**src/rtl/keypad_entry.sv**
```systemverilog
// rtl/keypad_entry.sv - keypad press qualifier, BCD entry buffer and code handshake
// Optional IDLE_CLEAR_EN: clear a partial entry after TIMEOUT_CYC idle cycles.
module keypad_entry #(
  parameter int DIGITS      = 4,
  parameter int STABLE_CYC  = 8,
  parameter int TIMEOUT_CYC = 5000
) (
  input  logic                         clkms,
  input  logic                         rst,
  input  logic [15:0]                  num,
  input  logic                         code_ready,
  output logic                         code_valid,
  output logic [4*DIGITS-1:0]          code_out,
  output logic [$clog2(DIGITS+1)-1:0]  digit_cnt,
  output logic                         key_evt,
  output logic [3:0]                   key_code,
  output logic                         err
);
  localparam int CW = $clog2(DIGITS+1);
  localparam int SW = $clog2(STABLE_CYC+1);
  localparam int BW = 4*DIGITS;

  typedef enum logic [1:0] {IDLE, PRESS, HELD, RELEASE} state_t;

  state_t        state, state_nx;
  logic [SW-1:0] cnt, cnt_nx;
  logic [15:0]   pat, pat_nx;
  logic          armed;
  logic          onehot, fire, full;
  logic [3:0]    key_idx, key_map;
  logic [BW-1:0] entry;
  logic          act_clear, act_shift, act_back, act_submit, act_err;

  assign onehot = (num != 16'h0) && ((num & (num - 16'd1)) == 16'h0);
  assign full   = (digit_cnt == CW'(DIGITS));

  // armed stays low after reset until the keypad has been seen idle once,
  // so a key held through reset is not reported as a new press
  always_ff @(posedge clkms) begin
    if (rst) begin
      state <= IDLE;
      cnt   <= '0;
      pat   <= '0;
      armed <= 1'b0;
    end else begin
      state <= state_nx;
      cnt   <= cnt_nx;
      pat   <= pat_nx;
      armed <= armed | (num == 16'h0);
    end
  end

  always_comb begin
    state_nx = state;
    cnt_nx   = cnt;
    pat_nx   = pat;
    case (state)
      IDLE: if (armed && onehot) begin
        pat_nx   = num;
        cnt_nx   = SW'(1);
        state_nx = (STABLE_CYC <= 1) ? HELD : PRESS;
      end
      PRESS: if (num == pat) begin
        cnt_nx = cnt + 1'b1;
        if (int'(cnt) + 1 >= STABLE_CYC) state_nx = HELD;
      end else begin
        cnt_nx   = '0;
        state_nx = IDLE;
      end
      HELD: if (num == 16'h0) begin
        cnt_nx   = SW'(1);
        state_nx = (STABLE_CYC <= 1) ? IDLE : RELEASE;
      end
      RELEASE: if (num != 16'h0) begin
        state_nx = HELD;
      end else begin
        cnt_nx = cnt + 1'b1;
        if (int'(cnt) + 1 >= STABLE_CYC) state_nx = IDLE;
      end
      default: state_nx = IDLE;
    endcase
  end

  always_comb begin
    key_idx = '0;
    for (int i = 0; i < 16; i++)
      if (num[i]) key_idx = 4'(i);
  end

  always_comb begin
    case (key_idx)
      4'd0:    key_map = 4'h1;
      4'd1:    key_map = 4'h2;
      4'd2:    key_map = 4'h3;
      4'd3:    key_map = 4'hA;
      4'd4:    key_map = 4'h4;
      4'd5:    key_map = 4'h5;
      4'd6:    key_map = 4'h6;
      4'd7:    key_map = 4'hB;
      4'd8:    key_map = 4'h7;
      4'd9:    key_map = 4'h8;
      4'd10:   key_map = 4'h9;
      4'd11:   key_map = 4'hC;
      4'd12:   key_map = 4'hE;
      4'd13:   key_map = 4'h0;
      4'd14:   key_map = 4'hF;
      default: key_map = 4'hD;
    endcase
  end

  always_comb begin
    fire = ((state == IDLE) && armed && onehot && (STABLE_CYC <= 1)) ||
           ((state == PRESS) && (num == pat) && (int'(cnt) + 1 >= STABLE_CYC));
    act_clear  = 1'b0;
    act_shift  = 1'b0;
    act_back   = 1'b0;
    act_submit = 1'b0;
    act_err    = 1'b0;
    if (fire) begin
      if (key_map == 4'hD)       act_clear = 1'b1;
      else if (code_valid)       act_err   = 1'b1;
      else if (key_map <= 4'h9) begin
        if (full) act_err = 1'b1; else act_shift = 1'b1;
      end else if (key_map == 4'hE) begin
        if (digit_cnt == '0) act_err = 1'b1; else act_back = 1'b1;
      end else if (key_map == 4'hF) begin
        if (!full) act_err = 1'b1; else act_submit = 1'b1;
      end
    end
  end

`ifdef IDLE_CLEAR_EN
  logic [$clog2(TIMEOUT_CYC+1)-1:0] idle_cnt;
`endif

  always_ff @(posedge clkms) begin
    if (rst) begin
      code_valid <= 1'b0;
      code_out   <= '0;
      digit_cnt  <= '0;
      key_evt    <= 1'b0;
      key_code   <= '0;
      err        <= 1'b0;
      entry      <= '0;
`ifdef IDLE_CLEAR_EN
      idle_cnt   <= '0;
`endif
    end else begin
      key_evt <= fire;
      err     <= act_err;
      if (fire) key_code <= key_map;
      if (code_valid && code_ready) code_valid <= 1'b0;
      if (act_clear) begin
        entry     <= '0;
        digit_cnt <= '0;
      end
      if (act_shift) begin
        entry     <= (entry << 4) | BW'(key_map);
        digit_cnt <= digit_cnt + 1'b1;
      end
      if (act_back) begin
        entry     <= entry >> 4;
        digit_cnt <= digit_cnt - 1'b1;
      end
      if (act_submit) begin
        code_valid <= 1'b1;
        code_out   <= entry;
        entry      <= '0;
        digit_cnt  <= '0;
      end
`ifdef IDLE_CLEAR_EN
      if (fire) begin
        idle_cnt <= '0;
      end else if ((digit_cnt != '0) && !code_valid) begin
        if (int'(idle_cnt) + 1 >= TIMEOUT_CYC) begin
          idle_cnt  <= '0;
          entry     <= '0;
          digit_cnt <= '0;
          err       <= 1'b1;
        end else begin
          idle_cnt <= idle_cnt + 1'b1;
        end
      end else begin
        idle_cnt <= '0;
      end
`endif
    end
  end
endmodule
```
**config.mk**
```make
export PLATFORM = sky130hd
export DESIGN_NAME = keypad_entry
export DESIGN_NICKNAME = d
export VERILOG_FILES = /design/src/rtl/keypad_entry.sv
export SDC_FILE = /design/constraint.sdc
export NUM_CORES = 1
export LEC_CHECK = 0
export CAP_MARGIN = 10
export CORE_AREA = 2 2 112 114
export CTS_CLUSTER_DIAMETER = 80
export DETAILED_ROUTE_END_ITERATION = 10
export DIE_AREA = 0 0 114 116
export PLACE_DENSITY_LB_ADDON = 0.12
export SYNTH_ARGS = -nofsm -noshare
export SYNTH_HDL_FRONTEND = slang
export SYNTH_SLANG_ARGS = --single-unit
```
**constraint.sdc**
```tcl
create_clock -name clkms -period 4.55 [get_ports clkms]
set_input_delay 0.91 -clock clkms [delete_from_list [all_inputs] [get_ports clkms]]
set_output_delay 0.91 -clock clkms [all_outputs]
set_load 0.05 [all_outputs]
```
==> reports/results.tsv <==
metric	value	unit
synth_area_per_cell	8.76	um2
critPathSlowestCell	clkdlybuf4s50_1	
drc	0	
yosysSeqAreaShare	0.371	
min_from	key_code[2]	
h-tree-depth	3	
synth_top_area_cell	dfxtp_1	
cts_tree	done	
timing.slew.headroom	0.457	
track_usage	0.150	
grt_max_degree	30	
clock_latency	0.34	ns
syn-instance-count	400	
cp_cell_sequence	clkdlybuf4s50_1, or3_1, o22ai_1, nor2_1, nor2_1, nor2_1, or2_2, inv_1, ha_1, o41ai_1, a211oi_1, or2_1, o21ai_0, and3_1, a211oi_2, buf_4, nand2_1, a21oi_1	
drv_slew	0	
synth_nets	427	
stdcell_count	605	
startpoint_type	input pin	
clk_path_buf_depth	2	
drtPass1Iterations	4	
worst_slew_pin_slew	0.812	ns
drive_gt1_frac	0.140	
path_common_cell	nor2_1	
maxCapViolations	0	
fmax	237	MHz
crit_fanout	8	
dpl.cell_count	592	
skew	0.00260	ns
synthTopCellsByCount	65 x dfxtp_1, 65 x nor2_1, 36 x mux2i_1	
via_per_inst	5.03	
numPortBuffers	44	
crit_path_max_incr_delay	0.48	ns
synth_top_area_frac	0.371	
setup_viol	0	
p_leak	0.00169	uW
power	1350	uW
initial_core_util	0.294	
grt_antenna_before_repair	0	
routabilityCongestion	0.860	
cp.arrival	4.49	ns
synth_area	0.00350	mm2
syn_to_final_growth	28.2	%
powerDensity	301	mW/mm2
grt_pass1_vias	2872	
vias	3042	
grt_pass1_wl	15300	um
routedWlPerCell	15.6	um
synth_flop_cell	dfxtp_1	
hold_path.class	reg -> reg	
gr-total-overflow	0	
async_flop_share	0	
status	finished, final reports clean	
coreArea	0.0119	mm2
required	4.81	ns
die_h	116	um
ys_warn_count	0	
crit_type	in -> reg	
netlist-cell-type-count	65	
cts_buffers	9	
drt_iter0_drc	115	
io_pins	45	
peakVddDrop	0.137	mV
cts.clk_slew.worst_paths	0.05	ns
die_area	0.0132	mm2
ys_top_cells_by_area	dfxtp_1 37%, mux2i_1 10%, nor2_1 7.0%, a21oi_1 3.7%, a22oi_1 3.2%	
postCtsSetupRepairBufs	0	
finalHoldViolations	0	
antenna_left	0	
r2r_start	pat[14]	
diodes	0	
cts_root_buf	clkbuf_16	
startpoint	num[7]	
dp_hpwl	7000	um
cts.sinks	65	
chipWidth	114	um
end_kind	register	
totalWireLength	9440	um
ys_seq_elements	65	
timing.final.crit_period	4.22	ns
synth_edf_count	0	
post-route-period-util	0.929	
nets	483	
num_rows	40	
rsz0062_at_grt	false	
## repair_timing
action | CTS | global route
gates resized for setup | 0 | 1
hold buffers | 0 | 0
endpoints found under the setup margin | 0 | 13
## cell families (layout without fill, tap and decap cells)
| group | count (synthesis) | count (layout) | share of synthesized area |
|---|---|---|---|
| compound gates | 89 | 89 | 0.179 |
| xor+xnor | 16 | 16 | 0.0400 |
| fa+ha+maj | 10 | 10 | 0.0343 |
| buf+inv | 39 | 97 | 0.0564 |
| flops | 65 | 65 | 0.371 |
| mux | 37 | 37 | 0.106 |
| simple gates | 144 | 144 | 0.213 |
## area by class of cell
cell class / instances / area [um2]
inverter: 7 / 26.3
clock buffer: 10 / 239
multi-input combinational: 296 / 2010
clock inverter: 3 / 43.8
timing repair buffer: 77 / 688
sequential: 65 / 1300
tap: 147 / 184
fill: 1242 / 7420
## metrics by stage
stage	area, um2	utilization	setup WS (ns)	hold slack [ns]	TNS [ns]
finish	4490	0.377	0.325	0.468	0
global route	4490	0.377	0.0000426	0.505	0
CTS	4490	0.377	0.247	0.473	0
detailed placement	4210	0.353	-0.0440	0.467	-0.796
global placement	4210	0.353	-0.0112	0.462	-0.0201
floorplan	3500	-	0.535	0.440	0
## critical path: cells and delay by family
kind	cells	cell delay [ns]
simple gates	8	1.47
compound gates	6	1.15
buf+inv	3	0.78
fa+ha+maj	1	0.17
## registers in the layout (all words and copies together) (netlist names)
register    cells
code_out       16
entry          16
pat            16
cnt             4
key_code        4
digit_cnt       3
state           2
armed           1
code_valid      1
err             1
key_evt         1
## routing by layer
| metal | part of all wire | up-vias | global-route usage |
|---|---|---|---|
| met4 | 0.017 | 0 | 0.0553 |
| met2 | 0.42 | 60 | 0.219 |
| met5 | 0 | - | 0 |
| met1 | 0.53 | 1439 | 0.211 |
| met3 | 0.040 | 12 | 0.0408 |
| li1 | - | 1531 | - |
## layout by cell type, fill, tap and decap left out, types with 6 or more instances in the layout
cell,instances
a211oi_1,7
a21oi_1,26
a22oi_1,15
buf_4,33
clkbuf_16,9
clkdlybuf4s50_1,44
dfxtp_1,65
ha_1,8
inv_1,7
mux2i_1,36
nand2_1,22
nand3_1,6
nor2_1,65
nor3_1,11
o21ai_0,7
xnor2_1,7
xor2_1,9
## path summary, 6_finish.rpt
| check | endpoint | slack, ns | depth (start not counted) |
|---|---|---|---|
| worst min register to register | key_code[2] | 0.47 | 2 |
| worst max register to register | digit_cnt[2] | 1.95 | 9 |
| worst max-delay path | entry[9] | 0.33 | 18 |
| worst min-delay path | key_code[2] | 0.47 | 2 |
## power breakdown
group	total [uW]	switching [uW]	internal [uW]
logic	111	63.1	47.8
clock network	672	244	429
registers	570	0.000258	570
Note: power is estimated with default switching activity, not from simulation.
